## src/rtl/bus_pkg.sv

```systemverilog
// bus_pkg: shared definitions for the two-master data bus.
//   - state_t      : arbiter FSM states (IDLE, GNT0, GNT1)
//   - dec_t        : address decode result (valid = access may reach a slave,
//                    err = unmapped / misaligned / illegal write)
//   - address map  : data RAM window, switches, LEDs, seven-segment and the
//                    three UARTs with their register offsets
//   - addr_decode  : combinational decode used by the arbiter and the read mux
package bus_pkg;

   typedef enum logic [1:0] {
      IDLE = 2'd0,
      GNT0 = 2'd1,
      GNT1 = 2'd2
   } state_t;

   typedef struct packed {
      logic valid;
      logic err;
   } dec_t;

   localparam logic [31:0] RAM_BASE      = 32'h0000_1000;
   localparam logic [31:0] RAM_LAST      = 32'h0000_13F8;
   localparam logic [31:0] SW_ADDR       = 32'h0000_2000;
   localparam logic [31:0] LED_ADDR      = 32'h0000_2004;
   localparam logic [31:0] SEG_ADDR      = 32'h0000_2008;
   localparam logic [31:0] UART_A_BASE   = 32'h0000_2010;
   localparam logic [31:0] UART_B_BASE   = 32'h0000_2020;
   localparam logic [31:0] UART_C_BASE   = 32'h0000_2030;
   localparam logic [31:0] UART_DATA_OFS = 32'h0000_0000;
   localparam logic [31:0] UART_STAT_OFS = 32'h0000_0008;
   localparam logic [31:0] UART_CTRL_OFS = 32'h0000_000C;

   function automatic logic is_uart_reg(input logic [31:0] addr, input logic [31:0] base);
      return (addr == base + UART_DATA_OFS) ||
             (addr == base + UART_STAT_OFS) ||
             (addr == base + UART_CTRL_OFS);
   endfunction

   function automatic dec_t addr_decode(input logic [31:0] addr, input logic we);
      logic mapped;
      dec_t d;
      mapped = ((addr >= RAM_BASE) && (addr <= RAM_LAST)) ||
               (addr == SW_ADDR) || (addr == LED_ADDR) || (addr == SEG_ADDR) ||
               is_uart_reg(addr, UART_A_BASE) ||
               is_uart_reg(addr, UART_B_BASE) ||
               is_uart_reg(addr, UART_C_BASE);
      // The switch register is input-only, so a write to it is an error.
      d.err   = !mapped || (addr[1:0] != 2'b00) || (we && (addr == SW_ADDR));
      d.valid = !d.err;
      return d;
   endfunction

endpackage

```

## src/rtl/bus_addr_decode.sv

```systemverilog
// bus_addr_decode: combinational address decoder for the data bus.
// Ports:
//   addr_i  in  32  byte address on the bus
//   we_i    in  1   write enable of the access
//   valid_o out 1   access is legal and may strobe a slave
//   err_o   out 1   unmapped, misaligned or write to a read-only register
module bus_addr_decode
   import bus_pkg::*;
(
   input  logic [31:0] addr_i,
   input  logic        we_i,
   output logic        valid_o,
   output logic        err_o
);

   dec_t dec;

   assign dec     = addr_decode(addr_i, we_i);
   assign valid_o = dec.valid;
   assign err_o   = dec.err;

endmodule

```

## src/rtl/bus_arbiter.sv

```systemverilog
// bus_arbiter: two-master round-robin arbiter with bounded burst lock.
// Master 0 is the CPU data port, master 1 the UART loader / DMA.
// Ports:
//   clk_i, rst_n_i                 clock, synchronous active-low reset
//   m{0,1}_req_i/lock_i            transfer request, keep-grant request
//   m{0,1}_addr_i/we_i/wdata_i     transfer attributes (stable while req)
//   m{0,1}_gnt_o                   grant, transfer completes in this cycle
//   m{0,1}_rvalid_o/rdata_o/err_o  registered response, one cycle later
//   bus_valid_o/we_o/addr_o/wdata_o  slave side, from the granted master
//   bus_rdata_i                    read data from the processor read mux
//   state_o                        current FSM state, for observation
//
// Handshake: a master raises req with addr/we/wdata and holds them until it
// sees gnt. The transfer completes at the clock edge that ends the gnt cycle;
// req still high at that edge asks for another transfer. rvalid pulses for
// exactly one cycle after each gnt cycle and qualifies rdata and err.
module bus_arbiter
   import bus_pkg::*;
#(
   parameter int MAX_BURST = 4
) (
   input  logic        clk_i,
   input  logic        rst_n_i,
   input  logic        m0_req_i,
   input  logic        m1_req_i,
   input  logic        m0_lock_i,
   input  logic        m1_lock_i,
   input  logic [31:0] m0_addr_i,
   input  logic [31:0] m1_addr_i,
   input  logic        m0_we_i,
   input  logic        m1_we_i,
   input  logic [31:0] m0_wdata_i,
   input  logic [31:0] m1_wdata_i,
   output logic        m0_gnt_o,
   output logic        m1_gnt_o,
   output logic        m0_rvalid_o,
   output logic        m1_rvalid_o,
   output logic [31:0] m0_rdata_o,
   output logic [31:0] m1_rdata_o,
   output logic        m0_err_o,
   output logic        m1_err_o,
   output logic        bus_valid_o,
   output logic        bus_we_o,
   output logic [31:0] bus_addr_o,
   output logic [31:0] bus_wdata_o,
   input  logic [31:0] bus_rdata_i,
   output state_t      state_o
);

   localparam int BW = $clog2(MAX_BURST) + 1;
   localparam logic [BW-1:0] BEAT_LIM = BW'(MAX_BURST - 1);
   localparam logic [BW-1:0] BEAT_MAX = BW'(MAX_BURST);

   state_t        state, state_nxt;
   logic          last, last_nxt;
   logic [BW-1:0] beat, beat_nxt;
   logic          cur_req, cur_lock, oth_req;
   logic          dec_valid, dec_err;

   // State register
   always_ff @(posedge clk_i) begin
      if (!rst_n_i) begin
         state <= IDLE;
         last  <= 1'b1;
         beat  <= '0;
      end else begin
         state <= state_nxt;
         last  <= last_nxt;
         beat  <= beat_nxt;
      end
   end

   // Next state
   always_comb begin
      state_nxt = state;
      last_nxt  = last;
      beat_nxt  = beat;
      cur_req   = 1'b0;
      cur_lock  = 1'b0;
      oth_req   = 1'b0;
      case (state)
         IDLE: begin
            beat_nxt = '0;
            if (m0_req_i && m1_req_i) state_nxt = last ? GNT0 : GNT1;
            else if (m0_req_i)        state_nxt = GNT0;
            else if (m1_req_i)        state_nxt = GNT1;
         end
         GNT0, GNT1: begin
            cur_req  = (state == GNT0) ? m0_req_i  : m1_req_i;
            cur_lock = (state == GNT0) ? m0_lock_i : m1_lock_i;
            oth_req  = (state == GNT0) ? m1_req_i  : m0_req_i;
            last_nxt = (state == GNT1);
            if (cur_req && cur_lock && (!oth_req || (beat < BEAT_LIM))) begin
               // Saturate so a long uncontended lock cannot wrap the count
               // and re-open the burst window once the other master asks.
               beat_nxt = (beat == BEAT_MAX) ? beat : beat + BW'(1);
            end else if (oth_req) begin
               state_nxt = (state == GNT0) ? GNT1 : GNT0;
               beat_nxt  = '0;
            end else if (cur_req) begin
               beat_nxt  = '0;
            end else begin
               state_nxt = IDLE;
               beat_nxt  = '0;
            end
         end
         default: begin
            state_nxt = IDLE;
            beat_nxt  = '0;
         end
      endcase
   end

   assign m0_gnt_o = (state == GNT0);
   assign m1_gnt_o = (state == GNT1);
   assign state_o  = state;

   // Only the granted master's attributes reach the slaves.
   always_comb begin
      bus_addr_o  = '0;
      bus_we_o    = 1'b0;
      bus_wdata_o = '0;
      if (state == GNT0) begin
         bus_addr_o  = m0_addr_i;
         bus_we_o    = m0_we_i;
         bus_wdata_o = m0_wdata_i;
      end else if (state == GNT1) begin
         bus_addr_o  = m1_addr_i;
         bus_we_o    = m1_we_i;
         bus_wdata_o = m1_wdata_i;
      end
   end

   bus_addr_decode u_dec (
      .addr_i  (bus_addr_o),
      .we_i    (bus_we_o),
      .valid_o (dec_valid),
      .err_o   (dec_err)
   );

   assign bus_valid_o = (m0_gnt_o || m1_gnt_o) && dec_valid;

   // Response registers; rdata and err hold between responses.
   always_ff @(posedge clk_i) begin
      if (!rst_n_i) begin
         m0_rvalid_o <= 1'b0;
         m1_rvalid_o <= 1'b0;
         m0_rdata_o  <= '0;
         m1_rdata_o  <= '0;
         m0_err_o    <= 1'b0;
         m1_err_o    <= 1'b0;
      end else begin
         m0_rvalid_o <= m0_gnt_o;
         m1_rvalid_o <= m1_gnt_o;
         if (m0_gnt_o) begin
            m0_rdata_o <= (bus_we_o || dec_err) ? '0 : bus_rdata_i;
            m0_err_o   <= dec_err;
         end
         if (m1_gnt_o) begin
            m1_rdata_o <= (bus_we_o || dec_err) ? '0 : bus_rdata_i;
            m1_err_o   <= dec_err;
         end
      end
   end

endmodule

```

## config.mk

```make
export PLATFORM = sky130hd
export DESIGN_NAME = bus_arbiter
export DESIGN_NICKNAME = d
export VERILOG_FILES = /design/src/rtl/bus_pkg.sv /design/src/rtl/bus_addr_decode.sv /design/src/rtl/bus_arbiter.sv
export SDC_FILE = /design/constraint.sdc
export NUM_CORES = 1
export LEC_CHECK = 0
export CORE_AREA = 2 2 120 122
export CTS_CLUSTER_DIAMETER = 50
export CTS_CLUSTER_SIZE = 24
export DETAILED_ROUTE_END_ITERATION = 12
export DIE_AREA = 0 0 122 124
export DONT_BUFFER_PORTS = 1
export PLACE_DENSITY = 0.44
export SYNTH_ARGS = -nofsm -noshare
export SYNTH_HDL_FRONTEND = slang
export SYNTH_SLANG_ARGS = --single-unit
```

## constraint.sdc

```tcl
create_clock -name clk_i -period 3.37 [get_ports clk_i]
set_clock_uncertainty 0.05 [all_clocks]
set_input_delay 0.337 -clock clk_i [delete_from_list [all_inputs] [get_ports clk_i]]
set_output_delay 0.337 -clock clk_i [all_outputs]
set_load 0.1 [all_outputs]
```

==> results_tabular.tex <==
\begin{tabular}{lr}
\hline
Metric & Value \\
\hline
\multicolumn{2}{l}{\textbf{STA}} \\
\quad Final worst-path cycle share & 93.60\% \\
\quad Number of setup violations in the final report & 0 \\
\quad Setup repair after global routing missed its margin & false \\
\quad Slew at the pin with the worst max-slew slack & 1.123 ns \\
\quad Max Transition Viols Final & 0 \\
\quad Minimum period implied by the final worst setup slack & 3.154 ns \\
\quad Number of hold-slack violations in the final timing report & 0 \\
\quad Rel. slew slack & 25.05\% \\
\quad Worst Hold Margin & 0.02977 ns \\
\quad Fmax & 0.3170 GHz \\
\multicolumn{2}{l}{\textbf{Floorplan}} \\
\quad Core footprint & 13720 um\^{}2 \\
\quad Die height & 124 um \\
\quad Die ar. & 15130 um\^{}2 \\
\quad Boundary pin count & 306 \\
\quad Width of the die & 122 um \\
\quad Starting Density & 25.80\% \\
\quad Core Rows & 43 \\
\multicolumn{2}{l}{\textbf{Routing}} \\
\quad Total number of vias & 3281 \\
\quad Number of vias per cell after detailed routing & 5.487 \\
\quad Met1 Wirelength & 5.069 mm \\
\quad Routed met2 length & 6.664 mm \\
\quad Sum of routed wire length over all layers & 13.75 mm \\
\quad 1st-iter DRT viols & 139 \\
\quad Total length of routed met3 wires & 1.622 mm \\
\quad Drt pass-1 iters & 4 \\
\quad Top metal layer carrying routed signals & met4 \\
\quad DRC violation count after routing & 0 \\
\quad Final routed wire length divided by cell count & 22.99 um \\
\quad Routed Antenna Nets & 0 \\
\multicolumn{2}{l}{\textbf{Synth}} \\
\quad Xor-xnor portion of the synthesized cell area & 0.4949\% \\
\quad Post-synthesis instance area & 3540 um\^{}2 \\
\quad Proportion of synthesized flip-flops having asynchronous set or reset & 0\% \\
\quad Adder and majority cell fraction of the synthesized area & 2.121\% \\
\quad Fraction of the mapped netlist area in compound gates & 39.80\% \\
\quad Ys flop type & sky130\_fd\_sc\_hd\_\_dfxtp\_1 \\
\quad Number of instances in the synthesized netlist & 354 \\
\quad Syn Nets & 528 \\
\quad Mapped Avg Cell Area & 9.999 um\^{}2 \\
\quad Warnings from Yosys & 0 \\
\quad Number of flip-flops and latches in the synthesized netlist & 74 \\
\quad Number of enable-type register cells in the synthesized netlist & 0 \\
\quad Mux contribution to synthesized area & 0.2828\% \\
\quad Proportion of synthesized chip area in sequential cells & 41.85\% \\
\quad Synth cell types & 42 \\
\quad Largest family of logic cells by synthesized area & compound AO/OA/AOI/OAI gates \\
\quad Synth Area in Simple Gates & 9.579\% \\
\multicolumn{2}{l}{\textbf{Cells and area}} \\
\quad Area delta synth->final & 44.08\% \\
\quad Final Net Count & 583 \\
\quad Filler Cells Inserted & 1358 \\
\quad Layout cells sized above 1 & 29.47\% \\
\quad Post-route cell area & 5100 um\^{}2 \\
\multicolumn{2}{l}{\textbf{Placement}} \\
\quad Placed standard-cell area & 4797 um\^{}2 \\
\quad Post-detailed-placement half-perimeter wirelength & 11.05 mm \\
\quad Placer's final routability congestion estimate & 0.9736 \\
\quad Quantity of I/O buffers inserted on ports & 0 \\
\multicolumn{2}{l}{\textbf{Global routing}} \\
\quad Vias in the first global route & 3268 \\
\quad Number of antenna violations at the first check in global routing & 4 \\
\quad Total grt overflow & 0 \\
\quad Pin count of the biggest net entering global routing & 45 \\
\quad Global-route wire length before repair & 19.21 mm \\
\quad Global-route usage over all layers & 16.89\% \\
\multicolumn{2}{l}{\textbf{Job}} \\
\quad Maxcap violations & 0 \\
\multicolumn{2}{l}{\textbf{Run status}} \\
\quad Outcome & completed \\
\multicolumn{2}{l}{\textbf{Power and ir drop}} \\
\quad Net Switching & 2.968 mW \\
\quad Cell-internal power & 2.408 mW \\
\quad Switching power share of the total & 55.20\% \\
\quad Leakage dissipation & 1.967 nW \\
\quad Combinational share of power & 62.8\% \\
\quad Clk pwr share & 16.8\% \\
\quad Power consumption & 5.377 mW \\
\quad Worst-case vdd ir drop & 0.5155 mV \\
\quad Relative contribution of sequential cells to total power & 20.4\% \\
\quad Pwr/cell area & 1054 nW/um\^{}2 \\
\multicolumn{2}{l}{\textbf{CTS}} \\
\quad Max H-tree Level & 3 \\
\quad CTS tree & yes \\
\quad Buffer type at the clock tree root & sky130\_fd\_sc\_hd\_\_clkbuf\_16 \\
\quad Number of buffers created by CTS & 9 \\
\quad TritonCTS Sinks & 74 \\
\quad Clock latency on the worst-skew pair & 0.33 ns \\
\quad Clock input transition at the sequential cells of the worst setup and hold paths & 0.06 ns \\
\quad Max Root-Sink Buffers & 2 \\
\quad Post-CTS setup-driven buffer insertion count & 0 \\
\multicolumn{2}{l}{\textbf{Critical path}} \\
\quad Crit path max fanout & 21 \\
\quad Critical path class & reg -> out \\
\quad Endpoint type of the worst setup path & primary output \\
\quad Startpoint kind of the worst setup timing path & flop \\
\quad Critical path data required time & 2.98 ns \\
\quad Arrival time of the worst setup path & 2.77 ns \\
\multicolumn{2}{l}{\textbf{Hold path}} \\
\quad Hold/Removal Path Class & in -> reg \\
\hline
\end{tabular}
## flip-flops by register name, summed over array words and instances (netlist names)
| name | flops |
|---|---|
| m1_err_o | 1 |
| m1_rdata_o | 32 |
| m0_err_o | 1 |
| state_o | 2 |
| beat | 3 |
| last | 1 |
| m0_rdata_o | 32 |
| m1_rvalid_o | 1 |
| m0_rvalid_o | 1 |
## metrics by stage
| stage | util (%) | std cells | setup TNS [ns] | setup WS (ns) |
|---|---|---|---|---|
| after floorplan | - | 354 | -0.1287 | -0.1287 |
| after global placement | 34.97 | 578 | 0 | 0.5239 |
| after detailed placement | 34.97 | 578 | 0 | 0.5058 |
| after CTS | 37.05 | 594 | 0 | 0.1158 |
| after global routing | 37.17 | 598 | 0 | 0.06950 |
| final | 37.17 | 598 | 0 | 0.2156 |
## placed cells by master, fill, tap and decap left out, types with 3 or more instances in the layout
cell type                    Yosys  layout
sky130_fd_sc_hd__dfxtp_1        74      72
sky130_fd_sc_hd__o41ai_1         3       3
sky130_fd_sc_hd__inv_1           7       7
sky130_fd_sc_hd__o21ai_0        18      16
sky130_fd_sc_hd__nor2_1         11      11
sky130_fd_sc_hd__buf_4           1      31
sky130_fd_sc_hd__clkinvlp_4      0       3
sky130_fd_sc_hd__nor3_1          3       3
sky130_fd_sc_hd__buf_12          0      45
sky130_fd_sc_hd__diode_2         0       4
sky130_fd_sc_hd__nor2b_1         6       3
sky130_fd_sc_hd__nand3_1         7       7
sky130_fd_sc_hd__a22o_1        126     113
sky130_fd_sc_hd__a22o_2          0      13
sky130_fd_sc_hd__a21oi_1         4       4
sky130_fd_sc_hd__nor4_1          3       3
sky130_fd_sc_hd__nand2_1        21      21
sky130_fd_sc_hd__clkbuf_16       0       9
sky130_fd_sc_hd__ha_1            6       4
## synth_stat cells (2+ instances only)
cell                        number  area share [%]
sky130_fd_sc_hd__a2111oi_4       2             1.6
sky130_fd_sc_hd__a21oi_1         4            0.57
sky130_fd_sc_hd__a22o_1        126              31
sky130_fd_sc_hd__a41oi_1         2            0.49
sky130_fd_sc_hd__buf_1           4            0.42
sky130_fd_sc_hd__buf_6           7             2.2
sky130_fd_sc_hd__clkbuf_1       20             2.1
sky130_fd_sc_hd__dfxtp_1        74              42
sky130_fd_sc_hd__ha_1            6             2.1
sky130_fd_sc_hd__inv_1           7            0.74
sky130_fd_sc_hd__nand2_1        21             2.2
sky130_fd_sc_hd__nand2b_1        2            0.35
sky130_fd_sc_hd__nand3_1         7            0.99
sky130_fd_sc_hd__nand4_1         2            0.35
sky130_fd_sc_hd__nor2_1         11             1.2
sky130_fd_sc_hd__nor2b_1         6             1.1
sky130_fd_sc_hd__nor3_1          3            0.42
sky130_fd_sc_hd__nor4_1          3            0.53
sky130_fd_sc_hd__o21ai_0        18             2.5
sky130_fd_sc_hd__o21ai_1         3            0.42
sky130_fd_sc_hd__o32ai_1         2            0.49
sky130_fd_sc_hd__o41ai_1         3            0.74
sky130_fd_sc_hd__or4_1           2            0.42
## power by group through the flow
stage	Combinational, mW	Sequential, mW	Clock [mW]
after floorplan	2.36	1.15	0
after global placement	3.37	1.12	0
after detailed placement	3.38	1.12	0
after CTS	3.38	1.10	0.927
after global routing	3.49	1.10	0.967
final	3.38	1.10	0.902
## final timing paths
path,start,end,slack (ns),cells past startpoint
setup reg to reg,state_o[1],m1_rdata_o[5],0.50,10
hold / removal,rst_n_i,last,0.03,1
setup / recovery,state_o[1],bus_valid_o,0.22,10
hold reg to reg,last,last,0.42,2
## kinds of logic (layout without fill, tap and decap cells)
kind of cell	after synthesis	in the layout
and+or+nand+nor	64	64
buffers and inverters	40	100
AOI/OAI and AO/OA	167	167
xor gates and xnor gates	2	2
other	0	4
muxes	1	1
DFF	74	74
adders and majority gates	6	6
## layer usage
layer / track usage, % / vias up
met5: 3.819 / -
met4: 6.897 / 0
met3: 8.013 / 24
met2: 28.53 / 219
met1: 17.93 / 1528
li1: - / 1510
## layout make-up
cell class	instances	area, um^2	share of cell area [%]
clock inverter	7	60.06	1.178
tap	180	225.2	4.416
timing repair buffer	77	1145	22.45
clock buffer	9	225.2	4.416
sequential	74	1484	29.10
antenna	4	10.01	0.1963
inverter	7	26.28	0.5152
multi-input combinational	240	1924	37.73
## worst max-delay path, cell delays in order, from the launching register on
cell and delay [ns]:
sky130_fd_sc_hd__dfxtp_2 0.34, sky130_fd_sc_hd__inv_1 0.10, sky130_fd_sc_hd__ha_4 0.32, sky130_fd_sc_hd__buf_4 0.24, sky130_fd_sc_hd__nand2_1 0.12, sky130_fd_sc_hd__o32a_1 0.18
sky130_fd_sc_hd__nor3_1 0.19, sky130_fd_sc_hd__a21bo_2 0.30, sky130_fd_sc_hd__nand2_1 0.12, sky130_fd_sc_hd__and4_2 0.31, sky130_fd_sc_hd__buf_12 0.19
## repair_timing
| action | in CTS | in global routing |
|---|---|---|
| setup endpoints to repair | 0 | 1 |
| gates resized for setup | 0 | 2 |
| hold buffers | 0 | 0 |
Note: power is estimated with default switching activity, not from simulation.
